===== src/rtl/uart_pkg.sv =====
// Shared definitions for the UART block: parity modes, FSM encodings and
// the clocks-per-bit divider calculation.
package uart_pkg;

    localparam int PAR_NONE = 0;
    localparam int PAR_EVEN = 1;
    localparam int PAR_ODD  = 2;

    typedef enum logic [2:0] {
        TX_IDLE   = 3'd0,
        TX_START  = 3'd1,
        TX_DATA   = 3'd2,
        TX_PARITY = 3'd3,
        TX_STOP   = 3'd4
    } tx_state_t;

    typedef enum logic [2:0] {
        RX_IDLE      = 3'd0,
        RX_START     = 3'd1,
        RX_DATA      = 3'd2,
        RX_PARITY    = 3'd3,
        RX_STOP      = 3'd4,
        RX_WAIT_HIGH = 3'd5
    } rx_state_t;

    // Clocks per bit, rounded to nearest.
    function automatic int calc_div(input int clk_hz, input int baud);
        return (clk_hz + baud / 2) / baud;
    endfunction

endpackage


===== src/rtl/uart_sync_fifo.sv =====
// Single-clock receive FIFO with registered read port. A read on a non-empty
// FIFO presents the word and a one-cycle valid on the following cycle; a
// write while full is accepted only when a read frees a slot in the same cycle.
module uart_sync_fifo #(
    parameter int WIDTH = 8,
    parameter int DEPTH = 16
) (
    input  logic                   clk,
    input  logic                   rst_n,
    input  logic                   wr,
    input  logic [WIDTH-1:0]       wr_data,
    input  logic                   rd,
    output logic [WIDTH-1:0]       rd_data,
    output logic                   rd_valid,
    output logic [$clog2(DEPTH):0] count,
    output logic                   full,
    output logic                   empty
);

    localparam int AW = $clog2(DEPTH);
    localparam logic [AW:0] DEPTH_C = (AW + 1)'(DEPTH);

    logic [WIDTH-1:0] mem [DEPTH];
    logic [AW-1:0]    wr_ptr;
    logic [AW-1:0]    rd_ptr;
    logic             do_wr;
    logic             do_rd;

    assign empty = (count == '0);
    assign full  = (count == DEPTH_C);
    assign do_rd = rd && !empty;
    assign do_wr = wr && (!full || do_rd);

    // Storage array, written without reset.
    always_ff @(posedge clk) begin
        if (do_wr) begin
            mem[wr_ptr] <= wr_data;
        end
    end

    // Pointers (wrap naturally at power-of-two depth), occupancy and read port.
    always_ff @(posedge clk or negedge rst_n) begin
        if (!rst_n) begin
            wr_ptr   <= '0;
            rd_ptr   <= '0;
            count    <= '0;
            rd_data  <= '0;
            rd_valid <= 1'b0;
        end else begin
            rd_valid <= do_rd;
            if (do_wr) begin
                wr_ptr <= wr_ptr + 1'b1;
            end
            if (do_rd) begin
                rd_ptr  <= rd_ptr + 1'b1;
                rd_data <= mem[rd_ptr];
            end
            case ({do_wr, do_rd})
                2'b10:   count <= count + 1'b1;
                2'b01:   count <= count - 1'b1;
                default: count <= count;
            endcase
        end
    end

endmodule


===== src/rtl/uart_cfg.sv =====
// Parameterised UART: transmitter, receiver with glitch rejection and a
// receive FIFO with sticky error flags.
//
// TX handshake: a word moves on any rising edge where i_TX_Valid and
// o_TX_Ready are both high; o_TX_Ready is a pure function of TX state and
// never depends on i_TX_Valid, and i_TX_Data is only sampled on that edge.
module uart_cfg
    import uart_pkg::*;
#(
    parameter int CLK_HZ    = 80000000,
    parameter int BAUD      = 115200,
    parameter int DATA_BITS = 8,
    parameter int PARITY    = 0,
    parameter int STOP_BITS = 1,
    parameter int RX_DEPTH  = 16
) (
    input  logic                      i_Clock,
    input  logic                      i_Reset_n,
    input  logic                      i_TX_Valid,
    input  logic [DATA_BITS-1:0]      i_TX_Data,
    output logic                      o_TX_Ready,
    output logic                      o_TX,
    input  logic                      i_RX,
    input  logic                      i_Read,
    output logic [DATA_BITS-1:0]      o_Data,
    output logic                      o_Data_Valid,
    output logic [$clog2(RX_DEPTH):0] o_RX_Count,
    output logic                      o_Frame_Err,
    output logic                      o_Parity_Err,
    output logic                      o_Overrun,
    input  logic                      i_Clear_Err,
    output logic [2:0]                o_TX_State,
    output logic [2:0]                o_RX_State
);

    localparam int DIV      = calc_div(CLK_HZ, BAUD);
    localparam int HALF     = DIV / 2;
    localparam int STOP_LEN = STOP_BITS * DIV;
    localparam int CW       = $clog2(STOP_LEN + 1);

    localparam logic [CW-1:0] DIV_M1   = CW'(DIV - 1);
    localparam logic [CW-1:0] HALF_M1  = CW'(HALF - 1);
    localparam logic [CW-1:0] STOP_M1  = CW'(STOP_LEN - 1);
    localparam logic [2:0]    LAST_BIT = 3'(DATA_BITS - 1);
    localparam logic          PAR_INV  = (PARITY == PAR_ODD);

    // ---------------------------------------------------------------- TX
    tx_state_t            tx_state, tx_state_n;
    logic [CW-1:0]        tx_cnt, tx_cnt_n;
    logic [2:0]           tx_bit, tx_bit_n;
    logic [DATA_BITS-1:0] tx_word, tx_word_n;
    logic                 tx_par, tx_par_n;
    logic                 tx_line, tx_line_n;

    assign o_TX_Ready = (tx_state == TX_IDLE);
    assign o_TX       = tx_line;
    assign o_TX_State = tx_state;

    // TX state and datapath registers; reset leaves the line idle high.
    always_ff @(posedge i_Clock or negedge i_Reset_n) begin
        if (!i_Reset_n) begin
            tx_state <= TX_IDLE;
            tx_cnt   <= '0;
            tx_bit   <= '0;
            tx_word  <= '0;
            tx_par   <= 1'b0;
            tx_line  <= 1'b1;
        end else begin
            tx_state <= tx_state_n;
            tx_cnt   <= tx_cnt_n;
            tx_bit   <= tx_bit_n;
            tx_word  <= tx_word_n;
            tx_par   <= tx_par_n;
            tx_line  <= tx_line_n;
        end
    end

    // TX next state: each bit holds the registered line level for DIV clocks.
    always_comb begin
        tx_state_n = tx_state;
        tx_cnt_n   = tx_cnt + CW'(1);
        tx_bit_n   = tx_bit;
        tx_word_n  = tx_word;
        tx_par_n   = tx_par;
        tx_line_n  = tx_line;
        case (tx_state)
            TX_IDLE: begin
                tx_cnt_n = '0;
                if (i_TX_Valid) begin
                    tx_state_n = TX_START;
                    tx_word_n  = i_TX_Data;
                    tx_par_n   = (^i_TX_Data) ^ PAR_INV;
                    tx_bit_n   = '0;
                    tx_line_n  = 1'b0;
                end
            end
            TX_START: begin
                if (tx_cnt == DIV_M1) begin
                    tx_state_n = TX_DATA;
                    tx_cnt_n   = '0;
                    tx_line_n  = tx_word[0];
                end
            end
            TX_DATA: begin
                if (tx_cnt == DIV_M1) begin
                    tx_cnt_n = '0;
                    if (tx_bit == LAST_BIT) begin
                        if (PARITY != PAR_NONE) begin
                            tx_state_n = TX_PARITY;
                            tx_line_n  = tx_par;
                        end else begin
                            tx_state_n = TX_STOP;
                            tx_line_n  = 1'b1;
                        end
                    end else begin
                        tx_bit_n  = tx_bit + 3'd1;
                        tx_line_n = tx_word[tx_bit + 3'd1];
                    end
                end
            end
            TX_PARITY: begin
                if (tx_cnt == DIV_M1) begin
                    tx_state_n = TX_STOP;
                    tx_cnt_n   = '0;
                    tx_line_n  = 1'b1;
                end
            end
            TX_STOP: begin
                if (tx_cnt == STOP_M1) begin
                    tx_state_n = TX_IDLE;
                    tx_cnt_n   = '0;
                end
            end
            default: begin
                tx_state_n = TX_IDLE;
                tx_cnt_n   = '0;
                tx_line_n  = 1'b1;
            end
        endcase
    end

    // ---------------------------------------------------------------- RX
    rx_state_t            rx_state, rx_state_n;
    logic [CW-1:0]        rx_cnt, rx_cnt_n;
    logic [2:0]           rx_bit, rx_bit_n;
    logic [DATA_BITS-1:0] rx_word, rx_word_n;
    logic                 rx_par_bad, rx_par_bad_n;
    logic                 rx_meta, rx_sync, rx_prev;
    logic                 set_frame, set_parity, set_overrun;
    logic                 fifo_wr, fifo_full, fifo_empty;

    assign o_RX_State = rx_state;

    // Two-flop synchroniser plus one delayed copy for falling-edge detection.
    always_ff @(posedge i_Clock or negedge i_Reset_n) begin
        if (!i_Reset_n) begin
            rx_meta <= 1'b1;
            rx_sync <= 1'b1;
            rx_prev <= 1'b1;
        end else begin
            rx_meta <= i_RX;
            rx_sync <= rx_meta;
            rx_prev <= rx_sync;
        end
    end

    // RX state and datapath registers.
    always_ff @(posedge i_Clock or negedge i_Reset_n) begin
        if (!i_Reset_n) begin
            rx_state   <= RX_IDLE;
            rx_cnt     <= '0;
            rx_bit     <= '0;
            rx_word    <= '0;
            rx_par_bad <= 1'b0;
        end else begin
            rx_state   <= rx_state_n;
            rx_cnt     <= rx_cnt_n;
            rx_bit     <= rx_bit_n;
            rx_word    <= rx_word_n;
            rx_par_bad <= rx_par_bad_n;
        end
    end

    // RX next state: start re-checked at half a bit, later samples every DIV.
    always_comb begin
        rx_state_n   = rx_state;
        rx_cnt_n     = rx_cnt + CW'(1);
        rx_bit_n     = rx_bit;
        rx_word_n    = rx_word;
        rx_par_bad_n = rx_par_bad;
        set_frame    = 1'b0;
        set_parity   = 1'b0;
        set_overrun  = 1'b0;
        fifo_wr      = 1'b0;
        case (rx_state)
            RX_IDLE: begin
                rx_cnt_n = '0;
                if (rx_prev && !rx_sync) begin
                    rx_state_n = RX_START;
                end
            end
            RX_START: begin
                if (rx_cnt == HALF_M1) begin
                    rx_cnt_n = '0;
                    if (rx_sync) begin
                        rx_state_n = RX_IDLE;
                    end else begin
                        rx_state_n   = RX_DATA;
                        rx_bit_n     = '0;
                        rx_par_bad_n = 1'b0;
                    end
                end
            end
            RX_DATA: begin
                if (rx_cnt == DIV_M1) begin
                    rx_cnt_n          = '0;
                    rx_word_n[rx_bit] = rx_sync;
                    if (rx_bit == LAST_BIT) begin
                        rx_state_n = (PARITY != PAR_NONE) ? RX_PARITY : RX_STOP;
                    end else begin
                        rx_bit_n = rx_bit + 3'd1;
                    end
                end
            end
            RX_PARITY: begin
                if (rx_cnt == DIV_M1) begin
                    rx_cnt_n   = '0;
                    rx_state_n = RX_STOP;
                    if (rx_sync != ((^rx_word) ^ PAR_INV)) begin
                        rx_par_bad_n = 1'b1;
                        set_parity   = 1'b1;
                    end
                end
            end
            RX_STOP: begin
                if (rx_cnt == DIV_M1) begin
                    rx_cnt_n = '0;
                    if (!rx_sync) begin
                        set_frame  = 1'b1;
                        rx_state_n = RX_WAIT_HIGH;
                    end else begin
                        rx_state_n = RX_IDLE;
                        if (!rx_par_bad) begin
                            if (!fifo_full || (i_Read && !fifo_empty)) begin
                                fifo_wr = 1'b1;
                            end else begin
                                set_overrun = 1'b1;
                            end
                        end
                    end
                end
            end
            RX_WAIT_HIGH: begin
                rx_cnt_n = '0;
                if (rx_sync) begin
                    rx_state_n = RX_IDLE;
                end
            end
            default: begin
                rx_state_n = RX_IDLE;
                rx_cnt_n   = '0;
            end
        endcase
    end

    // Sticky error flags; a set in the same cycle as a clear wins.
    always_ff @(posedge i_Clock or negedge i_Reset_n) begin
        if (!i_Reset_n) begin
            o_Frame_Err  <= 1'b0;
            o_Parity_Err <= 1'b0;
            o_Overrun    <= 1'b0;
        end else begin
            o_Frame_Err  <= (o_Frame_Err  && !i_Clear_Err) || set_frame;
            o_Parity_Err <= (o_Parity_Err && !i_Clear_Err) || set_parity;
            o_Overrun    <= (o_Overrun    && !i_Clear_Err) || set_overrun;
        end
    end

    uart_sync_fifo #(
        .WIDTH (DATA_BITS),
        .DEPTH (RX_DEPTH)
    ) u_fifo (
        .clk      (i_Clock),
        .rst_n    (i_Reset_n),
        .wr       (fifo_wr),
        .wr_data  (rx_word),
        .rd       (i_Read),
        .rd_data  (o_Data),
        .rd_valid (o_Data_Valid),
        .count    (o_RX_Count),
        .full     (fifo_full),
        .empty    (fifo_empty)
    );

endmodule


===== config.mk =====
export PLATFORM = sky130hd
export DESIGN_NAME = uart_cfg
export DESIGN_NICKNAME = d
export VERILOG_FILES = /design/src/rtl/uart_pkg.sv /design/src/rtl/uart_sync_fifo.sv /design/src/rtl/uart_cfg.sv
export SDC_FILE = /design/constraint.sdc
export NUM_CORES = 1
export LEC_CHECK = 0
export CAP_MARGIN = 15
export CORE_MARGIN = 2
export CORE_UTILIZATION = 65
export DETAILED_ROUTE_END_ITERATION = 8
export PLACE_DENSITY_LB_ADDON = 0.3
export SLEW_MARGIN = 20
export SYNTH_ARGS = -nofsm -noshare
export SYNTH_HDL_FRONTEND = slang
export SYNTH_HIERARCHICAL = 1
export SYNTH_SLANG_ARGS = --single-unit

===== constraint.sdc =====
create_clock -name i_Clock -period 7.95 [get_ports i_Clock]
set_input_delay 1.9875 -clock i_Clock [delete_from_list [all_inputs] [get_ports i_Clock]]
set_output_delay 1.9875 -clock i_Clock [all_outputs]
set_load 0.02 [all_outputs]

==> results.cfg <==
[status]
status = completed

[run]
maxCapViolCount = 0

[synth]
synth-seq-cells = 206
synth_top_family_by_area = multiplexers
syn_nets = 635
synth_edf_count = 128
synth-async-reset-ratio = 0.379
synth_common_cells = edfxtp_1 (128), dfrtp_1 (74), nand2_1 (55), nor2_1 (36), xnor2_1 (23)
yosys_most_used_dff = edfxtp_1
yosys.area_share.simple = 0.104
synth_area_sq_um = 9030
synth.area.top_cells = edfxtp_1 (43%), dfrtp_1 (20%), mux4_2 (5.0%)
synth_top_area_share = 0.425
ys_types = 66
yosysTopAreaCell = edfxtp_1
ys.warnings.count = 6
synth_fa_ha_area_frac = 0.0258
synth-xor-area-share = 0.0335
netlist_instances = 603
syn_avg_cell_area_sq_um = 15.0
synth_compound_area_frac = 0.0471
synth.most_common_cell = edfxtp_1
synth_mux_area_frac = 0.124
yosysSeqAreaShare = 0.642

[die]
core_region_area_sq_um = 13700
rows = 43
die-width_um = 122
ios = 39
dieArea_sq_um = 14900
die_y_um = 122
start_util = 0.659

[finish]
post-route-util = 0.747
fillers = 843
stdcell_area_sq_um = 10200
diodes = 0
area_delta_synth_final_pct = 13.4
multi_input_area_sq_um = 3040
regArea_sq_um = 5800
drive_gt1_frac = 0.149
fin_nets = 677

[clock_network]
cts_tree = built
clkTransAtPathRegs_ns = 0.06
post_cts.repair.setup_buffers = 0
cts_buffer_depth = 3
cts_made_buffers = 21
clk-insertion-delay-late_ns = 0.49
root_buffer = clkbuf_16
hold_buffers = 0
cts_resized = 0
h-tree-depth = 1
cts.sinks = 206

[detailed_routing]
dr.pass1.iters = 7
drtIter0Drc = 373
postRouteAntennaNets = 0
drc = 0
avgViaCountPerCell = 6.13
routed_wl_mm = 17.5
wl_per_cell_um = 20.8
num_vias = 5141

[sta]
finClkSkew_ns = 0.0106
fmax_ghz = 0.214
finalCritPeriodShare = 0.588
finalCriticalPeriod_ns = 4.68
finalSetupViolCount = 0
rsz0062_at_grt = no
tns_ns = 0
worst_slack_ns = 3.27
finalHoldViolCount = 0
drv_slew = 0
relSlewSlack = 0.324
worst-slew-pin-transition_ns = 1.01

[placement]
io_buffers = 38
dpl.hpwl_mm = 11.3
gp_congestion = 0.811
place_ws_ns = 2.82
place_area_sq_um = 9550

[grt]
grt_pass1_vias = 5222
grt_overflow = 0
gr-usage-all-layers = 0.248
grt_first_pass_wirelength_mm = 28.0
antenna_found_initial = 0
grt_max_degree = 79

[power_and_ir_drop]
powerDensity_nw_per_um2 = 276
comb_power_share = 0.184
power.share.clock = 0.350
p_leak_uw = 0.00424
peakVddDrop_mv = 0.234
p_switching_uw = 788
power.internal_uw = 2040
power.share.switching = 0.278
p_seq_frac = 0.466

[critical_path]
worstSetupStartpointType = primary input
worstPathRequired_ns = 8.31
slowest_stage = nor3_1
path_cells = clkdlybuf4s50_1 > inv_1 > o21ai_0 > and3_1 > nor3_1 > ha_1 > a21o_1 > a2111o_1 > o211ai_1 > or3b_1
cpPeakStageDelay_ns = 0.55
cp-end-kind = flop
worst-setup-path-type = primary input to flop
worstPathMaxFanout = 8
crit_buf_inv = 2
cpLargestDelayFamily = simple AND/OR/NAND/NOR gates
worstPathArrival_ns = 5.04

[min_path]
hold_class = flop to flop
path summary, 6_finish.rpt:
path,startpoint,end,slack (ns),cells after the start
worst max register to register,u_fifo/count[3],u_fifo/count[4],4.15,10
min in group asynchronous,i_Reset_n,u_fifo/rd_ptr[3],1.62,1
max in group asynchronous,i_Reset_n,u_fifo/rd_ptr[0],5.60,1
worst max-delay path,i_Read,u_fifo/count[4],3.27,10
worst min-delay path,rx_meta,rx_sync,0.35,0
worst min register to register,rx_meta,rx_sync,0.35,0
metal layers:
metal	vias up	part of all wire	GRT usage
met5	-	0	0
met4	0	0.024	0.0726
met3	31	0.065	0.0506
met2	191	0.50	0.412
met1	2566	0.41	0.339
li1	2353	-	-
area by class of cell:
cell class,instances,share of cell area
clock buffer,26,0.0541
timing repair buffer,43,0.0405
sequential,206,0.566
clock inverter,11,0.0134
multi-input combinational,353,0.296
inverter,20,0.00733
tap,180,0.0220
power groups by stage:
stage | Combinational (uW) | Sequential, uW | Clock (uW)
global placement | 499 | 1330 | 0
floorplan | 375 | 1310 | 0
detailed placement | 515 | 1340 | 0
finish | 522 | 1320 | 992
CTS | 524 | 1320 | 1000
global route | 560 | 1340 | 1060
cell usage in the layout, fill, tap and decap left out, types with 13 or more instances in the layout:
cell type        count
xnor2_1             23
dfrtp_1             73
ha_1                17
a21oi_1             16
o22ai_1             19
clkdlybuf4s50_1     37
mux2_2              13
nor2_1              36
mux4_2              20
edfxtp_1           128
mux4_1              13
clkbuf_16           21
inv_1               20
nand3_1             14
nand2_1             55
worst reg2reg max path, delay by kind of cell, from the launching register on:
kind | cells | cell delay, ns
compound gates | 4 | 0.83
simple gates | 5 | 2.01
fa+ha+maj | 1 | 0.38
flops | 1 | 0.45
flip-flops by register name, summed over array words and instances, names as in the netlist, 3 cells and up:
register,count
rx_bit,3
u_fifo/mem,128
u_fifo/rd_ptr,4
u_fifo/rd_data,8
o_RX_State,3
tx_word,8
u_fifo/count,5
tx_bit,3
rx_cnt,10
rx_word,8
o_TX_State,3
tx_cnt,10
u_fifo/wr_ptr,4
kinds of logic (layout without fill, tap and decap cells):
logic type                 after synthesis  after routing
muxes                                   61             61
DFF                                    206            206
buffers and inverters                   44            100
adders and majority gates               18             18
and+or+nand+nor                        176            176
xor gates and xnor gates                33             33
AOI/OAI and AO/OA                       65             65
stage by stage:
stage,total power [uW],hold WS [ns],cells
2_1_floorplan,1690,0.345,603
6_report,2830,0.354,839
4_1_cts,2850,0.355,839
5_1_grt,2950,0.357,839
3_3_place_gp,1830,0.346,802
3_5_place_dp,1850,0.347,802
(Power assumes the default switching activity.)
